## src/rtl/blft_pix_feeder.sv

```systemverilog
// rtl/blft_pix_feeder.sv - raster-order pixel source for the bilateral filter core input
//
// Reads IMG_W*IMG_H pixels from an image memory in raster order and streams one
// pixel per cycle to the filter core, then waits for the core's finish flag.
//
// Ports:
//   clk, rst       clock / synchronous active-low reset
//   start          frame request, honoured only in IDLE
//   mem_rd_*       image memory read port (data returns MEM_LAT cycles after rd_en)
//   in_valid/addr/data   registered pixel stream into the filter core
//   finish         filter core completion flag
//   busy, done, err      status: active, end-of-operation pulse, sticky timeout
module blft_pix_feeder #(
    parameter int IMG_W   = 256,
    parameter int IMG_H   = 256,
    parameter int ADDR_W  = 16,
    parameter int DATA_W  = 9,
    parameter int MEM_LAT = 1,
    parameter int TIMEOUT = 1048576
) (
    input  logic              clk,
    input  logic              rst,
    input  logic              start,
    output logic              mem_rd_en,
    output logic [ADDR_W-1:0] mem_rd_addr,
    input  logic [DATA_W-1:0] mem_rd_data,
    output logic              in_valid,
    output logic [ADDR_W-1:0] in_addr,
    output logic [DATA_W-1:0] in_data,
    input  logic              finish,
    output logic              busy,
    output logic              done,
    output logic              err
);

    localparam int                N         = IMG_W * IMG_H;
    localparam logic [ADDR_W-1:0] LAST_ADDR = ADDR_W'(N - 1);
    localparam int                TW        = $clog2(TIMEOUT) + 1;
    localparam logic [TW-1:0]     TO_LAST   = TW'(TIMEOUT - 1);

    typedef enum logic [2:0] {
        S_IDLE,
        S_FETCH,
        S_DRAIN,
        S_WAIT_FIN,
        S_DONE
    } state_t;

    state_t state, state_nxt;

    logic [ADDR_W-1:0] rd_ptr;
    logic [MEM_LAT-1:0] pipe_v;
    logic [ADDR_W-1:0] pipe_a [MEM_LAT];
    logic [TW-1:0]     to_cnt;
    logic              fin_seen;

    // Equality compare on the last address so a full 2^ADDR_W frame never
    // depends on the pointer wrapping.
    logic last_rd;
    logic pipe_empty;
    logic timed_out;

    assign last_rd    = (rd_ptr == LAST_ADDR);
    assign pipe_empty = ~|pipe_v;
    assign timed_out  = (to_cnt == TO_LAST);
    assign mem_rd_addr = mem_rd_en ? rd_ptr : '0;

    always_comb begin
        state_nxt = state;
        mem_rd_en = 1'b0;
        busy      = 1'b0;
        done      = 1'b0;
        case (state)
            S_IDLE: begin
                if (start) state_nxt = S_FETCH;
            end
            S_FETCH: begin
                mem_rd_en = 1'b1;
                busy      = 1'b1;
                if (last_rd) state_nxt = S_DRAIN;
            end
            S_DRAIN: begin
                busy = 1'b1;
                // Pipeline empty while the final pixel is on the outputs.
                if (pipe_empty && in_valid) state_nxt = S_WAIT_FIN;
            end
            S_WAIT_FIN: begin
                busy = 1'b1;
                if (finish || fin_seen || timed_out) state_nxt = S_DONE;
            end
            S_DONE: begin
                done      = 1'b1;
                state_nxt = S_IDLE;
            end
            default: state_nxt = S_IDLE;
        endcase
    end

    always_ff @(posedge clk) begin
        if (!rst) begin
            state    <= S_IDLE;
            rd_ptr   <= '0;
            pipe_v   <= '0;
            for (int i = 0; i < MEM_LAT; i++) pipe_a[i] <= '0;
            in_valid <= 1'b0;
            in_addr  <= '0;
            in_data  <= '0;
            to_cnt   <= '0;
            fin_seen <= 1'b0;
            err      <= 1'b0;
        end else begin
            state <= state_nxt;

            // Valid/address travel alongside each read so the returning data
            // is tagged with the address it was fetched from.
            pipe_v[0] <= mem_rd_en;
            pipe_a[0] <= rd_ptr;
            for (int i = 1; i < MEM_LAT; i++) begin
                pipe_v[i] <= pipe_v[i-1];
                pipe_a[i] <= pipe_a[i-1];
            end

            in_valid <= pipe_v[MEM_LAT-1];
            if (pipe_v[MEM_LAT-1]) begin
                in_addr <= pipe_a[MEM_LAT-1];
                in_data <= mem_rd_data;
            end

            case (state)
                S_IDLE: begin
                    if (start) begin
                        rd_ptr   <= '0;
                        err      <= 1'b0;
                        fin_seen <= 1'b0;
                        to_cnt   <= '0;
                    end
                end
                S_FETCH: begin
                    rd_ptr <= rd_ptr + 1'b1;
                    if (finish) fin_seen <= 1'b1;
                end
                S_DRAIN: begin
                    if (finish) fin_seen <= 1'b1;
                end
                S_WAIT_FIN: begin
                    to_cnt <= to_cnt + 1'b1;
                    if (!finish && !fin_seen && timed_out) err <= 1'b1;
                end
                S_DONE: begin
                    fin_seen <= 1'b0;
                    to_cnt   <= '0;
                end
                default: ;
            endcase
        end
    end

endmodule

```

## config.mk

```make
export PLATFORM = sky130hd
export DESIGN_NAME = blft_pix_feeder
export DESIGN_NICKNAME = d
export VERILOG_FILES = /design/src/rtl/blft_pix_feeder.sv
export SDC_FILE = /design/constraint.sdc
export NUM_CORES = 1
export LEC_CHECK = 0
export BUFFER_PORTS_ARGS = -buffer_cell sky130_fd_sc_hd__buf_2
export CAP_MARGIN = 30
export CORE_ASPECT_RATIO = 2
export CORE_MARGIN = 2
export CORE_UTILIZATION = 50
export DETAILED_ROUTE_END_ITERATION = 10
export GPL_TIMING_DRIVEN = 0
export PLACE_DENSITY = 0.81
export SYNTH_ARGS = -nofsm -noshare
export SYNTH_HDL_FRONTEND = slang
export SYNTH_SLANG_ARGS = --single-unit
```

## constraint.sdc

```tcl
create_clock -name clk -period 1.6 [get_ports clk]
set_input_delay 0.16 -clock clk [delete_from_list [all_inputs] [get_ports clk]]
set_output_delay 0.16 -clock clk [all_outputs]
set_load 0.1 [all_outputs]
```

==> impl_metrics.json, run 1 <==
{
  "rr_endpoint": "to_cnt[20]$_SDFFE_PN0P_",
  "worst_hold_path.endpoint": "fin_seen$_SDFFE_PN0P_",
  "syn_nets": 403,
  "drt_iter0_markers": 150,
  "cts.sinks": 85,
  "fin_util_pct": 74.3,
  "grt_pass1_vias": 3271,
  "root_buffer": "clkbuf_16",
  "clock_skew_ns": 0.00553,
  "drc": 0,
  "insertion_delay_ns": 0.34,
  "layout_setup_ws_ns": -0.311,
  "synth_flop_cell": "dfxtp_1",
  "numCtsBuffers": 9,
  "synth_edf_count": 0,
  "path_max_fanout": 6,
  "antenna_cells": 0,
  "hold-worst-slack_ns": 0.0830,
  "setup_viol": 26,
  "io_pins": 59,
  "fin_crit_sh_pct": 119,
  "vias": 3187,
  "tightest_slew_ns": 0.522,
  "antenna_found_initial": 0,
  "reg2reg_slack_ns": -0.06,
  "total_power_mw": 5.07,
  "clkTransAtPathRegs_ns": 0.06,
  "nNetsFinal": 499,
  "postSynthAreaPerCell_um2": 9.45,
  "dieWidth_um": 64.5,
  "grt.overflow.total": 0,
  "clockBufferDepth": 2,
  "seq_area_frac_synth_pct": 46.4,
  "cap_violations": 0,
  "ff2ff_path_depth": 7,
  "fp-row-count": 44,
  "die_height_um": 125,
  "final-hold-violation-count": 0,
  "drt-pass1-iter-count": 4,
  "ff_latch_area_mm2": 0.00171,
  "die-area_mm2": 0.00807,
  "crit_arrival_ns": 1.75,
  "cts_tree": "done",
  "slew_violations": 0,
  "ys_warn_count": 0,
  "synthTopCellsByArea": "dfxtp_1, mux2i_1, and2_1",
  "crit_required_ns": 1.44,
  "reg2reg_from": "state[1]$_SDFFE_PN0P_",
  "grt_pass1_wl_um": 15800,
  "synth_top_area_cell": "dfxtp_1",
  "avgViaCountPerCell": 5.49,
  "n_fill_cell": 471,
  "fmax_mhz": 523,
  "syn_inst": 388,
  "vdd_drop_max_uv": 644,
  "min_path_cells": 3,
  "yosys-top-cells-count": "dfxtp_1, and2_1, mux2i_1, nor2b_1, nor2_1",
  "slew_headroom_pct": 65.1,
  "dp_hpwl_um": 5170,
  "htreeDepth": 3,
  "ant_nets": 0,
  "finalCriticalPeriod_ns": 1.91,
  "power.density_mw_per_mm2": 953,
  "area_growth_pct": 45.0,
  "portBuffers": 58,
  "grt_use_total_pct": 24.9,
  "multiInputGateArea_mm2": 0.00217,
  "ys_seq_elements": 85,
  "core-area_mm2": 0.00716,
  "wirelength_um": 9800,
  "rsz0062_at_grt": "true",
  "setup.worst_path.end_class": "primary output",
  "wl_per_cell_um": 16.9,
  "leakage_nw": 2.20,
  "hold_path.class": "primary input to register",
  "grt_max_degree": 15,
  "synth_top_area_share_pct": 46.4,
  "start_kind": "register",
  "synth.most_common_cell": "dfxtp_1",
  "drive_gt1_share_pct": 38.2,
  "synth_area_mm2": 0.00366,
  "synthArstFlopShare_pct": 0,
  "outcome": "finished, violations left",
  "synthDistinctLibCells": 42,
  "violations": "negative setup slack",
  "holdCritStartpoint": "finish",
  "timing_worst_setup_path_type": "register to primary output",
  "start_util_pct": 51.2,
  "place_congestion": 0.806
}
==> flip-flops by register name, summed over array words and instances, names as in the netlist <==
| signal | flops |
|---|---|
| pipe_a | 16 |
| rd_ptr | 16 |
| fin_seen | 1 |
| state | 3 |
| in_data | 9 |
| err | 1 |
| in_valid | 1 |
| pipe_v | 1 |
| in_addr | 16 |
| to_cnt | 21 |
==> logic make-up after synthesis <==
group	synth area share, %
adder cells (fa/ha/maj)	0.683
buffers and inverters	3.07
AND/OR/NAND/NOR	30.9
XOR/XNOR	4.78
AO/OA/AOI/OAI	5.97
flip-flops	46.4
multiplexers	8.19
==> per-stage QoR <==
step           cell area [um^2]  cells  setup TNS, ns  setup WS (ns)
2_1_floorplan              3750    388          -1.57         -0.210
3_5_place_dp               4160    538          -7.54         -0.354
5_1_grt                    5320    581          -7.02         -0.352
6_report                   5320    581          -4.81         -0.311
4_1_cts                    5110    571          -6.70         -0.359
3_3_place_gp               4160    538          -6.32         -0.327
==> layer usage <==
metal	share of wire, %	vias up	wire, um	track usage, %
li1	-	1511	-	-
met1	40	1530	3930	29.5
met2	52	127	5140	42.5
met3	5.0	19	490	4.32
met4	2.4	0	237	12.3
met5	0	-	0	0
==> worst max path at each step <==
stage | from | end | depth (start not counted)
after global routing | state[0]$_SDFFE_PN0P_ | mem_rd_addr[6] | 6
after global placement | state[0]$_SDFFE_PN0P_ | mem_rd_addr[13] | 7
after detailed placement | state[0]$_SDFFE_PN0P_ | mem_rd_addr[13] | 7
after floorplan | state[0]$_SDFFE_PN0P_ | rd_ptr[10]$_SDFFE_PN0P_ | 7
final | state[2]$_SDFFE_PN0P_ | mem_rd_addr[11] | 6
after CTS | state[0]$_SDFFE_PN0P_ | mem_rd_addr[13] | 7
==> cell type report <==
class	instances	share of cell area [%]
Buffer	16	2.33
Clock buffer	10	4.31
Clock inverter	6	0.753
Inverter	4	0.424
Multi-Input combinational cell	278	40.9
Sequential cell	85	32.2
Tap cell	92	2.17
Timing Repair Buffer	90	16.9
==> cell usage in the layout, fill, tap and decap left out, types with 4 or more instances in the layout <==
cell type,instances
xnor2_1,20
mux2i_1,30
nand2_1,22
and2_1,25
and3_1,5
nor4_4,10
nand2_4,4
dfxtp_1,80
buf_12,22
o21ai_0,5
clkbuf_16,10
nor2_1,26
nor2b_1,28
buf_6,6
buf_2,42
and2_4,17
a21oi_1,10
nand3_1,9
o21ai_1,12
buf_4,23
clkbuf_1,7
a31oi_1,7
==> power breakdown <==
part / leakage [nW] / internal [mW] / switching (mW)
clock network: 0.132 / 1.05 / 0.832
registers: 0.689 / 2.15 / 0.0367
logic: 1.38 / 0.405 / 0.593
total: 2.20 / 3.60 / 1.46
==> timing repair <==
action	in CTS	in global routing
gates resized for setup	125	27
endpoints found under the setup margin	49	55
buffers inserted	17	13
pin swaps	8	5
hold buffers	0	0
cloned	2	1
==> critical path, stage by stage, from the launching register on <==
cell and delay [ns]:
dfxtp_2 0.32, or3b_4 0.42, clkinv_4 0.08, buf_8 0.13
clkbuf_16 0.14, and2_4 0.14, buf_12 0.17
Power figures use the tool's default switching activity.
==> run 2, diff against run 1 <==
--- a/config.mk
+++ b/config.mk
@@ -13,6 +13,7 @@
 export DETAILED_ROUTE_END_ITERATION = 10
 export GPL_TIMING_DRIVEN = 0
 export PLACE_DENSITY = 0.81
+export SETUP_SLACK_MARGIN = 0.05
 export SYNTH_ARGS = -nofsm -noshare
 export SYNTH_HDL_FRONTEND = slang
 export SYNTH_SLANG_ARGS = --single-unit
==> run 2 against run 1 <==
- the run still ends with negative setup slack left
- combinational power barely moved
- routed wire length up 6.6%
- cell count shrank 1.2%
- core utilization up 0.12 points
- clock skew about the same
- total power rose by 1.9%
- critical endpoint is now mem_rd_addr[7]
- largest cell class unchanged
- largest power group unchanged
==> impl_metrics.json, run 2 (same netlist as run 1, synthesis figures left out) <==
{
  "outcome": "finished, violations left",
  "violations": "negative setup slack",
  "slew_headroom_pct": 66.3,
  "tns_ns": -5.30,
  "cts_tree": "done",
  "wirelength_um": 10400,
  "core-area_mm2": 0.00716,
  "reg2reg_slack_ns": -0.20,
  "worstPathCellList": "or3b_4 > clkinv_4 > buf_8 > clkbuf_16 > and2_4 > buf_12",
  "antenna_cells": 0,
  "final_common_cell": "dfxtp_1",
  "die-area_mm2": 0.00807,
  "area_growth_pct": 45.3,
  "crit_path_end": "mem_rd_addr[7]",
  "portBuffers": 58,
  "layout_setup_ws_ns": -0.306,
  "path_max_fanout": 6,
  "nNetsFinal": 492,
  "htreeDepth": 3,
  "fin_util_pct": 74.4,
  "slowest_delay_ns": 0.41,
  "root_buffer": "clkbuf_16",
  "dp_hpwl_um": 5130,
  "holdBufCountCts": 0,
  "crit_required_ns": 1.44,
  "drt-pass1-iter-count": 5,
  "clkTransAtPathRegs_ns": 0.06,
  "rr_endpoint": "rd_ptr[3]$_SDFFE_PN0P_",
  "cap_violations": 0,
  "fp-row-count": 44,
  "slew_violations": 0,
  "cts.sinks": 85,
  "vias": 3191,
  "setup_viol": 29,
  "fin_crit_sh_pct": 119,
  "dieWidth_um": 64.5,
  "timing_worst_setup_path_type": "register to primary output",
  "grt_max_degree": 16,
  "start_kind": "register",
  "clockBufferDepth": 2,
  "fmax_mhz": 525,
  "avgViaCountPerCell": 5.56,
  "ff2ff_path_depth": 10,
  "insertion_delay_ns": 0.34,
  "grt_pass1_vias": 3074,
  "grt.overflow.total": 0,
  "grt_use_total_pct": 23.8,
  "top_register": "to_cnt",
  "largest_register_ffs": 21,
  "hold_path.class": "primary input to register",
  "grt_pass1_wl_um": 15100,
  "startpoint": "state[1]$_SDFFE_PN0P_",
  "vdd_drop_max_uv": 892,
  "drive_gt1_share_pct": 41.5,
  "finalCriticalPeriod_ns": 1.91,
  "final-hold-violation-count": 0,
  "ant_nets": 0,
  "drc": 0,
  "setup.worst_path.end_class": "primary output",
  "clock_skew_ns": 0.00563,
  "drt_iter0_markers": 226,
  "tightest_slew_ns": 0.504,
  "final_cell_mix": "dfxtp_1, buf_2, mux2i_1",
  "leakage_nw": 2.15,
  "crit_arrival_ns": 1.75,
  "rsz0062_at_grt": "true",
  "reg2reg_from": "state[1]$_SDFFE_PN0P_",
  "hold-worst-slack_ns": 0.0762,
  "antenna_found_initial": 0,
  "slowest_stage": "or3b_4",
  "numCtsBuffers": 9,
  "wl_per_cell_um": 18.2,
  "place_congestion": 0.823,
  "die_height_um": 125,
  "start_util_pct": 51.2,
  "io_pins": 59,
  "power.density_mw_per_mm2": 970
}
## run 2: worst min-delay path by stage
stage / depth (start not counted) / to / from
after floorplan: 2 / fin_seen$_SDFFE_PN0P_ / finish
after global placement: 3 / fin_seen$_SDFFE_PN0P_ / finish
after detailed placement: 3 / fin_seen$_SDFFE_PN0P_ / finish
after CTS: 3 / in_data[0]$_SDFFE_PN0P_ / mem_rd_data[0]
after global routing: 3 / in_data[1]$_SDFFE_PN0P_ / mem_rd_data[1]
final: 3 / in_data[0]$_SDFFE_PN0P_ / mem_rd_data[0]
## run 2: critical path, delay by kind of cell, from the launching register on
| family | cells | cell delay, ns |
|---|---|---|
| buffers and inverters | 4 | 0.51 |
| flip-flops | 1 | 0.33 |
| AND/OR/NAND/NOR | 2 | 0.56 |
## run 2: cell type report
cell class | count | area, um^2
plain buffers | 17 | 135
clock buffers | 10 | 239
clock inverters | 6 | 47.5
fillers | 424 | 1830
inverters | 4 | 22.5
multi-input cells | 278 | 2230
flip-flops and latches | 85 | 1720
well taps | 92 | 115
repair buffers | 82 | 808
## run 2: what timing repair did
item,in CTS,in global routing
cloned,2,1
setup buffers,12,10
pin swaps,33,10
gates resized for setup,128,48
endpoints found under the setup margin,73,58
## run 2: per-stage QoR
| step | std cells | total power, mW | setup slack [ns] | instance area [um^2] |
|---|---|---|---|---|
| 6_report | 574 | 5.16 | -0.306 | 5320 |
| 5_1_grt | 574 | 5.29 | -0.330 | 5320 |
| 4_1_cts | 566 | 5.02 | -0.346 | 5080 |
| 3_5_place_dp | 538 | 2.89 | -0.340 | 4160 |
| 3_3_place_gp | 538 | 2.88 | -0.330 | 4160 |
| 2_1_floorplan | 388 | 2.76 | -0.210 | 3750 |
## run 2: report_power, final
group          internal, mW  switching (mW)  total, mW
Sequential             2.15          0.0363       2.19
Clock                  1.10           0.869       1.97
Combinational         0.381           0.623       1.00
Total                  3.64            1.53       5.16
## run 2: layer usage
metal | global-route usage, % | vias to the layer above | wire, um
met1 | 28.5 | 1543 | 4140
met3 | 5.31 | 28 | 501
met2 | 40.6 | 122 | 5420
met5 | 0 | - | 0
met4 | 9.51 | 0 | 386
li1 | - | 1498 | -
==> run 3, diff against run 2 <==
--- a/config.mk
+++ b/config.mk
@@ -7,9 +7,11 @@
 export LEC_CHECK = 0
 export BUFFER_PORTS_ARGS = -buffer_cell sky130_fd_sc_hd__buf_2
 export CAP_MARGIN = 30
+export CELL_PAD_IN_SITES_DETAIL_PLACEMENT = 0
+export CELL_PAD_IN_SITES_GLOBAL_PLACEMENT = 2
 export CORE_ASPECT_RATIO = 2
 export CORE_MARGIN = 2
-export CORE_UTILIZATION = 50
+export CORE_UTILIZATION = 31
 export DETAILED_ROUTE_END_ITERATION = 10
 export GPL_TIMING_DRIVEN = 0
 export PLACE_DENSITY = 0.81
==> run 3 against run 2 <==
- the flow still finishes with violations (negative setup slack)
- flip-flop and latch count stayed put
- die area rose by 58%
- clock-buffer cell count stayed put
- largest cell class unchanged
==> impl_metrics.json, run 3 (same netlist as run 1, synthesis figures left out) <==
{
  "ant_nets": 0,
  "drive_gt1_share_pct": 44.4,
  "min_path_cells": 3,
  "power.density_mw_per_mm2": 998,
  "antenna_cells": 0,
  "dp_cells": 591,
  "final-hold-violation-count": 0,
  "grt.overflow.total": 0,
  "reg2reg_from": "state[0]$_SDFFE_PN0P_",
  "portBuffers": 58,
  "holdBufCountCts": 0,
  "grt_use_total_pct": 16.2,
  "cts_tree": "done",
  "outcome": "finished, violations left",
  "root_buffer": "clkbuf_16",
  "tns_ns": -8.46,
  "avgViaCountPerCell": 4.76,
  "dp_hpwl_um": 6730,
  "antenna_found_initial": 0,
  "ff2ff_path_depth": 9,
  "wl_per_cell_um": 15.9,
  "area_growth_pct": 55.5,
  "rr_endpoint": "rd_ptr[8]$_SDFFE_PN0P_",
  "slew_violations": 0,
  "final_cell_mix": "dfxtp_1, buf_2, mux2i_1",
  "setup_viol": 55,
  "fin_util_pct": 49.0,
  "start_util_pct": 31.5,
  "drt-pass1-iter-count": 4,
  "crit_arrival_ns": 1.74,
  "leakage_nw": 2.28,
  "fmax_mhz": 526,
  "slew_headroom_pct": 65.8,
  "hold_path.class": "primary input to register",
  "finalCriticalPeriod_ns": 1.90,
  "largest_register_ffs": 21,
  "core-area_mm2": 0.0116,
  "grt_pass1_wl_um": 15600,
  "cts.sinks": 85,
  "grt_pass1_vias": 3083,
  "timing_worst_setup_path_type": "register to primary output",
  "tightest_slew_ns": 0.513,
  "total_power_mw": 5.69,
  "n_fill_cell": 1090,
  "numCtsBuffers": 9,
  "violations": "negative setup slack",
  "clockBufferDepth": 2,
  "final_common_cell": "dfxtp_1",
  "fin_crit_sh_pct": 119,
  "path_max_fanout": 5,
  "fp-row-count": 56,
  "worst_hold_path.endpoint": "in_data[4]$_SDFFE_PN0P_",
  "reg2reg_slack_ns": -0.22,
  "die_height_um": 158,
  "vdd_drop_max_uv": 519,
  "dieWidth_um": 80.9,
  "insertion_delay_ns": 0.33,
  "vias": 3045,
  "drt_iter0_markers": 116,
  "holdCritStartpoint": "mem_rd_data[4]",
  "die-area_mm2": 0.0128,
  "io_pins": 59,
  "clock_skew_ns": 0.00670,
  "nNetsFinal": 505,
  "startpoint": "state[0]$_SDFFE_PN0P_",
  "cap_violations": 0,
  "drc": 0,
  "rsz0062_at_grt": "true",
  "stdcell_count": 640,
  "clkTransAtPathRegs_ns": 0.06,
  "place_congestion": 0.753,
  "htreeDepth": 3,
  "wirelength_um": 10100,
  "crit_required_ns": 1.44,
  "start_kind": "register",
  "grt_max_degree": 15,
  "top_register": "to_cnt",
  "setup.worst_path.end_class": "primary output",
  "dp_slack_ns": -0.436,
  "layout_setup_ws_ns": -0.301
}
run 3: layer usage:
metal  track usage (%)  up-vias  part of all wire (%)
li1                  -     1521                     -
met1              16.8     1457                    37
met2              30.2       44                    57
met3              2.00       23                   2.0
met4              9.20        0                   3.6
met5                 0        -                     0
run 3: repair_timing:
item                       in CTS  in global routing
buffers inserted               14                 22
pin swaps                      33                 30
setup endpoints to repair      75                 63
gates cloned                    4                  0
resized for setup             148                 64
run 3: area by class of cell:
class / instances / area (um^2) / area share [%]
Buffer: 17 / 139 / 2.44
Clock buffer: 10 / 229 / 4.02
Clock inverter: 6 / 111 / 1.95
Inverter: 4 / 27.5 / 0.483
Multi-Input combinational cell: 278 / 2310 / 40.6
Sequential cell: 85 / 1720 / 30.2
Tap cell: 145 / 181 / 3.18
Timing Repair Buffer: 95 / 980 / 17.2
run 3: worst max-delay path: stages (launching register included):
cell	delay, ns
dfxtp_2	0.34
or3b_4	0.40
clkinv_4	0.06
buf_8	0.13
buf_12	0.12
and2_4	0.17
buf_12	0.17
run 3: power by group:
| group | internal, mW | switching (mW) |
|---|---|---|
| combinational | 0.481 | 0.649 |
| clock | 1.53 | 0.843 |
| sequential | 2.15 | 0.0386 |
| total | 4.16 | 1.53 |
run 3: worst max path at each step:
| stage | to | slack [ns] | depth (start not counted) |
|---|---|---|---|
| floorplan | rd_ptr[10]$_SDFFE_PN0P_ | -0.21 | 7 |
| global placement | rd_ptr[10]$_SDFFE_PN0P_ | -0.40 | 6 |
| detailed placement | rd_ptr[10]$_SDFFE_PN0P_ | -0.44 | 6 |
| CTS | mem_rd_addr[13] | -0.39 | 7 |
| global route | mem_rd_addr[13] | -0.32 | 6 |
| finish | mem_rd_addr[13] | -0.30 | 6 |
run 3: stage by stage:
stage,hold slack [ns],area [um^2]
final,0.0901,5700
after global routing,0.0989,5700
after CTS,0.0787,5340
after detailed placement,0.421,4230
after global placement,0.411,4230
after floorplan,0.298,3750
